===== config.mk =====
export PLATFORM = sky130hd
export DESIGN_NAME = parking_lot_sensor_fsm
export DESIGN_NICKNAME = d
export VERILOG_FILES = /design/src/rtl/parking_lot_sensor_fsm.sv
export SDC_FILE = /design/constraint.sdc
export NUM_CORES = 1
export LEC_CHECK = 0
export BUFFER_PORTS_ARGS = -buffer_cell sky130_fd_sc_hd__buf_2
export CORE_AREA = 5 5 65 67
export CTS_CLUSTER_SIZE = 30
export DETAILED_ROUTE_END_ITERATION = 6
export DIE_AREA = 0 0 70 72
export PLACE_DENSITY = 0.62
export SLEW_MARGIN = 10
export SYNTH_ARGS = -nofsm -noshare
export SYNTH_HDL_FRONTEND = slang
export SYNTH_SLANG_ARGS = --single-unit

===== constraint.sdc =====
create_clock -name clk -period 3.7 [get_ports clk]
set_input_delay 0.37 -clock clk [delete_from_list [all_inputs] [get_ports clk]]
set_output_delay 0.37 -clock clk [all_outputs]
set_load 0.01 [all_outputs]

===== src/rtl/parking_lot_sensor_fsm.sv =====
// rtl/parking_lot_sensor_fsm.sv - gate sensor synchronizer, debounce filter and entry/exit sequencer
module parking_lot_sensor_fsm #(
    parameter int FILTER_CYCLES = 4
) (
    input  logic clk,
    input  logic reset,
    input  logic a,
    input  logic b,
    output logic inc,
    output logic dec,
    output logic fault
);

    typedef enum logic [2:0] {
        IDLE,
        EN_A,
        EN_AB,
        EN_B,
        EX_B,
        EX_AB,
        EX_A,
        FAULT
    } state_t;

    localparam logic [7:0] LAST = 8'(FILTER_CYCLES - 1);

    logic [1:0] meta;
    logic [1:0] sync;
    logic [1:0] sync_q;
    logic [1:0] f;
    logic [7:0] cnt;
    state_t     state;

    // Stability filter: sync_q detects a fresh change so the count restarts at one sample.
    always_ff @(posedge clk) begin
        if (reset) begin
            meta   <= 2'b00;
            sync   <= 2'b00;
            sync_q <= 2'b00;
            f      <= 2'b00;
            cnt    <= 8'd0;
        end else begin
            meta   <= {a, b};
            sync   <= meta;
            sync_q <= sync;
            if (sync == f) begin
                cnt <= 8'd0;
            end else if ((sync != sync_q) && (FILTER_CYCLES > 1)) begin
                cnt <= 8'd1;
            end else if (cnt == LAST) begin
                f   <= sync;
                cnt <= 8'd0;
            end else begin
                cnt <= cnt + 8'd1;
            end
        end
    end

    // fault only changes on entering or leaving FAULT, so it holds otherwise.
    always_ff @(posedge clk) begin
        if (reset) begin
            state <= IDLE;
            inc   <= 1'b0;
            dec   <= 1'b0;
            fault <= 1'b0;
        end else begin
            inc <= 1'b0;
            dec <= 1'b0;
            case (state)
                IDLE: begin
                    if (f == 2'b10) state <= EN_A;
                    else if (f == 2'b01) state <= EX_B;
                    else if (f == 2'b11) begin state <= FAULT; fault <= 1'b1; end
                end
                EN_A: begin
                    if (f == 2'b11) state <= EN_AB;
                    else if (f == 2'b00) state <= IDLE;
                    else if (f == 2'b01) begin state <= FAULT; fault <= 1'b1; end
                end
                EN_AB: begin
                    if (f == 2'b01) state <= EN_B;
                    else if (f == 2'b10) state <= EN_A;
                    else if (f == 2'b00) begin state <= FAULT; fault <= 1'b1; end
                end
                EN_B: begin
                    if (f == 2'b00) begin state <= IDLE; inc <= 1'b1; end
                    else if (f == 2'b11) state <= EN_AB;
                    else if (f == 2'b10) begin state <= FAULT; fault <= 1'b1; end
                end
                EX_B: begin
                    if (f == 2'b11) state <= EX_AB;
                    else if (f == 2'b00) state <= IDLE;
                    else if (f == 2'b10) begin state <= FAULT; fault <= 1'b1; end
                end
                EX_AB: begin
                    if (f == 2'b10) state <= EX_A;
                    else if (f == 2'b01) state <= EX_B;
                    else if (f == 2'b00) begin state <= FAULT; fault <= 1'b1; end
                end
                EX_A: begin
                    if (f == 2'b00) begin state <= IDLE; dec <= 1'b1; end
                    else if (f == 2'b11) state <= EX_AB;
                    else if (f == 2'b01) begin state <= FAULT; fault <= 1'b1; end
                end
                FAULT: begin
                    if (f == 2'b00) begin state <= IDLE; fault <= 1'b0; end
                end
                default: begin
                    state <= IDLE;
                    fault <= 1'b0;
                end
            endcase
        end
    end

endmodule


==> impl_metrics.yaml <==
grt:
  grt_pass1_wl_mm: 4.38
  grt_pass1_vias: 1016
  overflow: 0
  grt_start_max_net_pins: 28
  grt_antenna_before_repair: 0
  grtUsageTotal_pct: 10.6
critical_path:
  timing.critical_path.from_type: "flop"
  path_delay_family: "flip-flops"
  worstPathRequired_ns: 3.94
  path_cells: "inv_1, ha_1, and3_1, o21ai_1, o211ai_1, a311oi_1"
  arrival_ns: 2.33
  cp_max_fo: 18
  cp_slowest_stage_delay_ns: 0.68
  path_class: "reg2reg"
  cp_slowest_cell: "dfxtp_1"
  worstSetupEndpointType: "flop"
  crit_buf_inv: 1
hold_path:
  min_path_type: "in2reg"
pwr:
  power.total_uw: 636
  ir_worst_vdd_mv: 0.171
  leakage_nw: 0.495
  powerDensity_nw_per_um2: 451
floorplanning:
  ios: 7
  rows: 22
  dieArea_sq_um: 5040
  chipHeight_um: 72
  start_util_pct: 38.1
  coreArea_sq_um: 3580
  die_x_um: 70
drt:
  wire_per_inst_um: 12.5
  drtAntennaViolNets: 0
  via_count: 1084
  via_per_inst: 5.37
  drt_iter0_markers: 70
  routed_wl_mm: 2.53
  dr.pass1.iters: 4
  drc: 0
logic_synthesis:
  yosysWarnings: 0
  synth_common_cells: "dfxtp_1 (22), nor2_1 (13), nor2b_1 (10)"
  syn_area_per_cell_sq_um: 8.62
  yosysTopAreaCellShare_pct: 32.3
  syn_nets: 168
  async_flop_share_pct: 0
  synth_cells: 158
  synth_area_leaders: "dfxtp_1 (32%), ha_1 (5.5%), nor2b_1 (4.6%)"
  ys_ff_latch: 22
  seq_area_frac_synth_pct: 32.3
  synth_area_sq_um: 1360
  yosys.area.top_type: "dfxtp_1"
  synth_edf_count: 0
  synth-main-ff-cell: "dfxtp_1"
  synth_cell_types: 47
  synth_most_common_cell: "dfxtp_1"
place:
  dp_cells: 198
  gp_congestion: 0.800
  hpwlAfterDp_mm: 1.72
  dp_slack_ns: 1.61
  detailed_place.area_sq_um: 1360
  portBuffers: 6
cts:
  htreeDepth: 1
  cts_tree: "built"
  clkSinkCount: 22
  cts_setup_buffers: 0
  hold_buffers: 0
  cts-root-buf: "clkbuf_4"
  clk_pin_slew_ns: 0.13
  cts_buffers: 3
  cts_buffer_depth: 2
  clk_latency_ns: 0.32
  ctsResizeCount: 0
timing:
  fin_ws_ns: 1.61
  tns_ns: 0
  tightest_slew_ns: 0.783
  setup_viol: 0
  slew_violations: 0
  period_needed_ns: 2.09
  max_freq_ghz: 0.478
  rsz0062_at_grt: "no"
  fin_worst_skew_ns: 0.00223
  hold_viol: 0
  slew_headroom_pct: 47.7
  period_share_pct: 56.6
outcome:
  status: "finished, final reports clean"
run:
  drv_cap: 0
cells_and_area:
  layout.cells.non_filler: 202
  drive_gt1_share_pct: 8.44
  fin_area_sq_um: 1410
  syn_to_final_growth_pct: 3.49
  num_antenna_cells: 0
  final_nets: 165
[layer usage]
layer	routed length, um	global-route usage (%)	vias to the layer above
li1	-	-	557
met1	1230	12.2	501
met2	1150	18.0	20
met3	102	2.91	6
met4	44	5.32	0
met5	0	0	-
[where the power goes]
part | switching [mW] | internal (mW)
Sequential | 0.0504 | 0.254
Clock | 0.0781 | 0.110
Combinational | 0.0625 | 0.0816
[logic make-up (layout without fill, tap and decap cells)]
family	count (synthesis)	count (layout)	share of synthesized area [%]
XOR/XNOR	10	10	6.43
buffers and inverters	19	15	8.36
AO/OA/AOI/OAI	38	38	19.5
AND/OR/NAND/NOR	61	61	26.4
flip-flops	22	22	32.3
multiplexers	2	2	1.47
adder cells (fa/ha/maj)	6	6	5.51
[worst reg2reg max path: stages (launching register included)]
cell	delay, ns
dfxtp_1	0.68
inv_1	0.17
ha_1	0.35
and3_1	0.23
o21ai_1	0.19
o211ai_1	0.12
a311oi_1	0.28
[layout make-up]
cell class | count | area (sq um)
fillers | 373 | 2170
multi-input cells | 117 | 808
flip-flops and latches | 22 | 440
well taps | 48 | 60.1
clock inverters | 1 | 30.0
repair buffers | 6 | 30.0
clock buffers | 3 | 22.5
inverters | 5 | 18.8
[layout by cell type, fill, tap and decap left out, drive strengths merged, types with 2 or more instances in the layout]
| master | Yosys | layout |
|---|---|---|
| o21bai | 2 | 2 |
| xnor2 | 7 | 7 |
| a22oi | 3 | 3 |
| a211oi | 2 | 2 |
| nor4b | 5 | 5 |
| nand2 | 7 | 7 |
| inv | 5 | 5 |
| o21a | 4 | 4 |
| nor3 | 3 | 3 |
| nand4 | 3 | 3 |
| buf | 11 | 6 |
| dfxtp | 22 | 22 |
| mux2i | 2 | 2 |
| ha | 6 | 6 |
| nor3b | 2 | 2 |
| clkbuf | 3 | 3 |
| nor2b | 10 | 10 |
| nand3 | 3 | 3 |
| nor4 | 3 | 3 |
| a21oi | 7 | 7 |
| nor2 | 13 | 13 |
| o21ai | 8 | 8 |
| o311ai | 2 | 2 |
| and3 | 2 | 2 |
| xor2 | 3 | 3 |
| nand2b | 6 | 6 |
[flip-flops by register name (all words and copies together), names as in the netlist]
signal / flops
cnt: 8
state: 3
f: 2
meta: 2
sync: 2
sync_q: 2
dec: 1
fault: 1
inc: 1
[per-stage QoR]
| stage | utilization [%] | hold WS, ns |
|---|---|---|
| global route | 39.4 | 0.231 |
| detailed placement | 37.9 | 0.425 |
| CTS | 39.4 | 0.244 |
| finish | 39.4 | 0.251 |
| global placement | 37.9 | 0.426 |
| floorplan | - | 0.414 |
[worst paths after layout]
check	slack, ns	to	startpoint	cells after the start
setup reg to reg	1.61	fault	f[0]	6
setup / recovery	1.61	fault	f[0]	6
hold / removal	0.25	meta[0]	b	2
hold reg to reg	0.45	sync[0]	meta[0]	1
(Power assumes the default switching activity.)
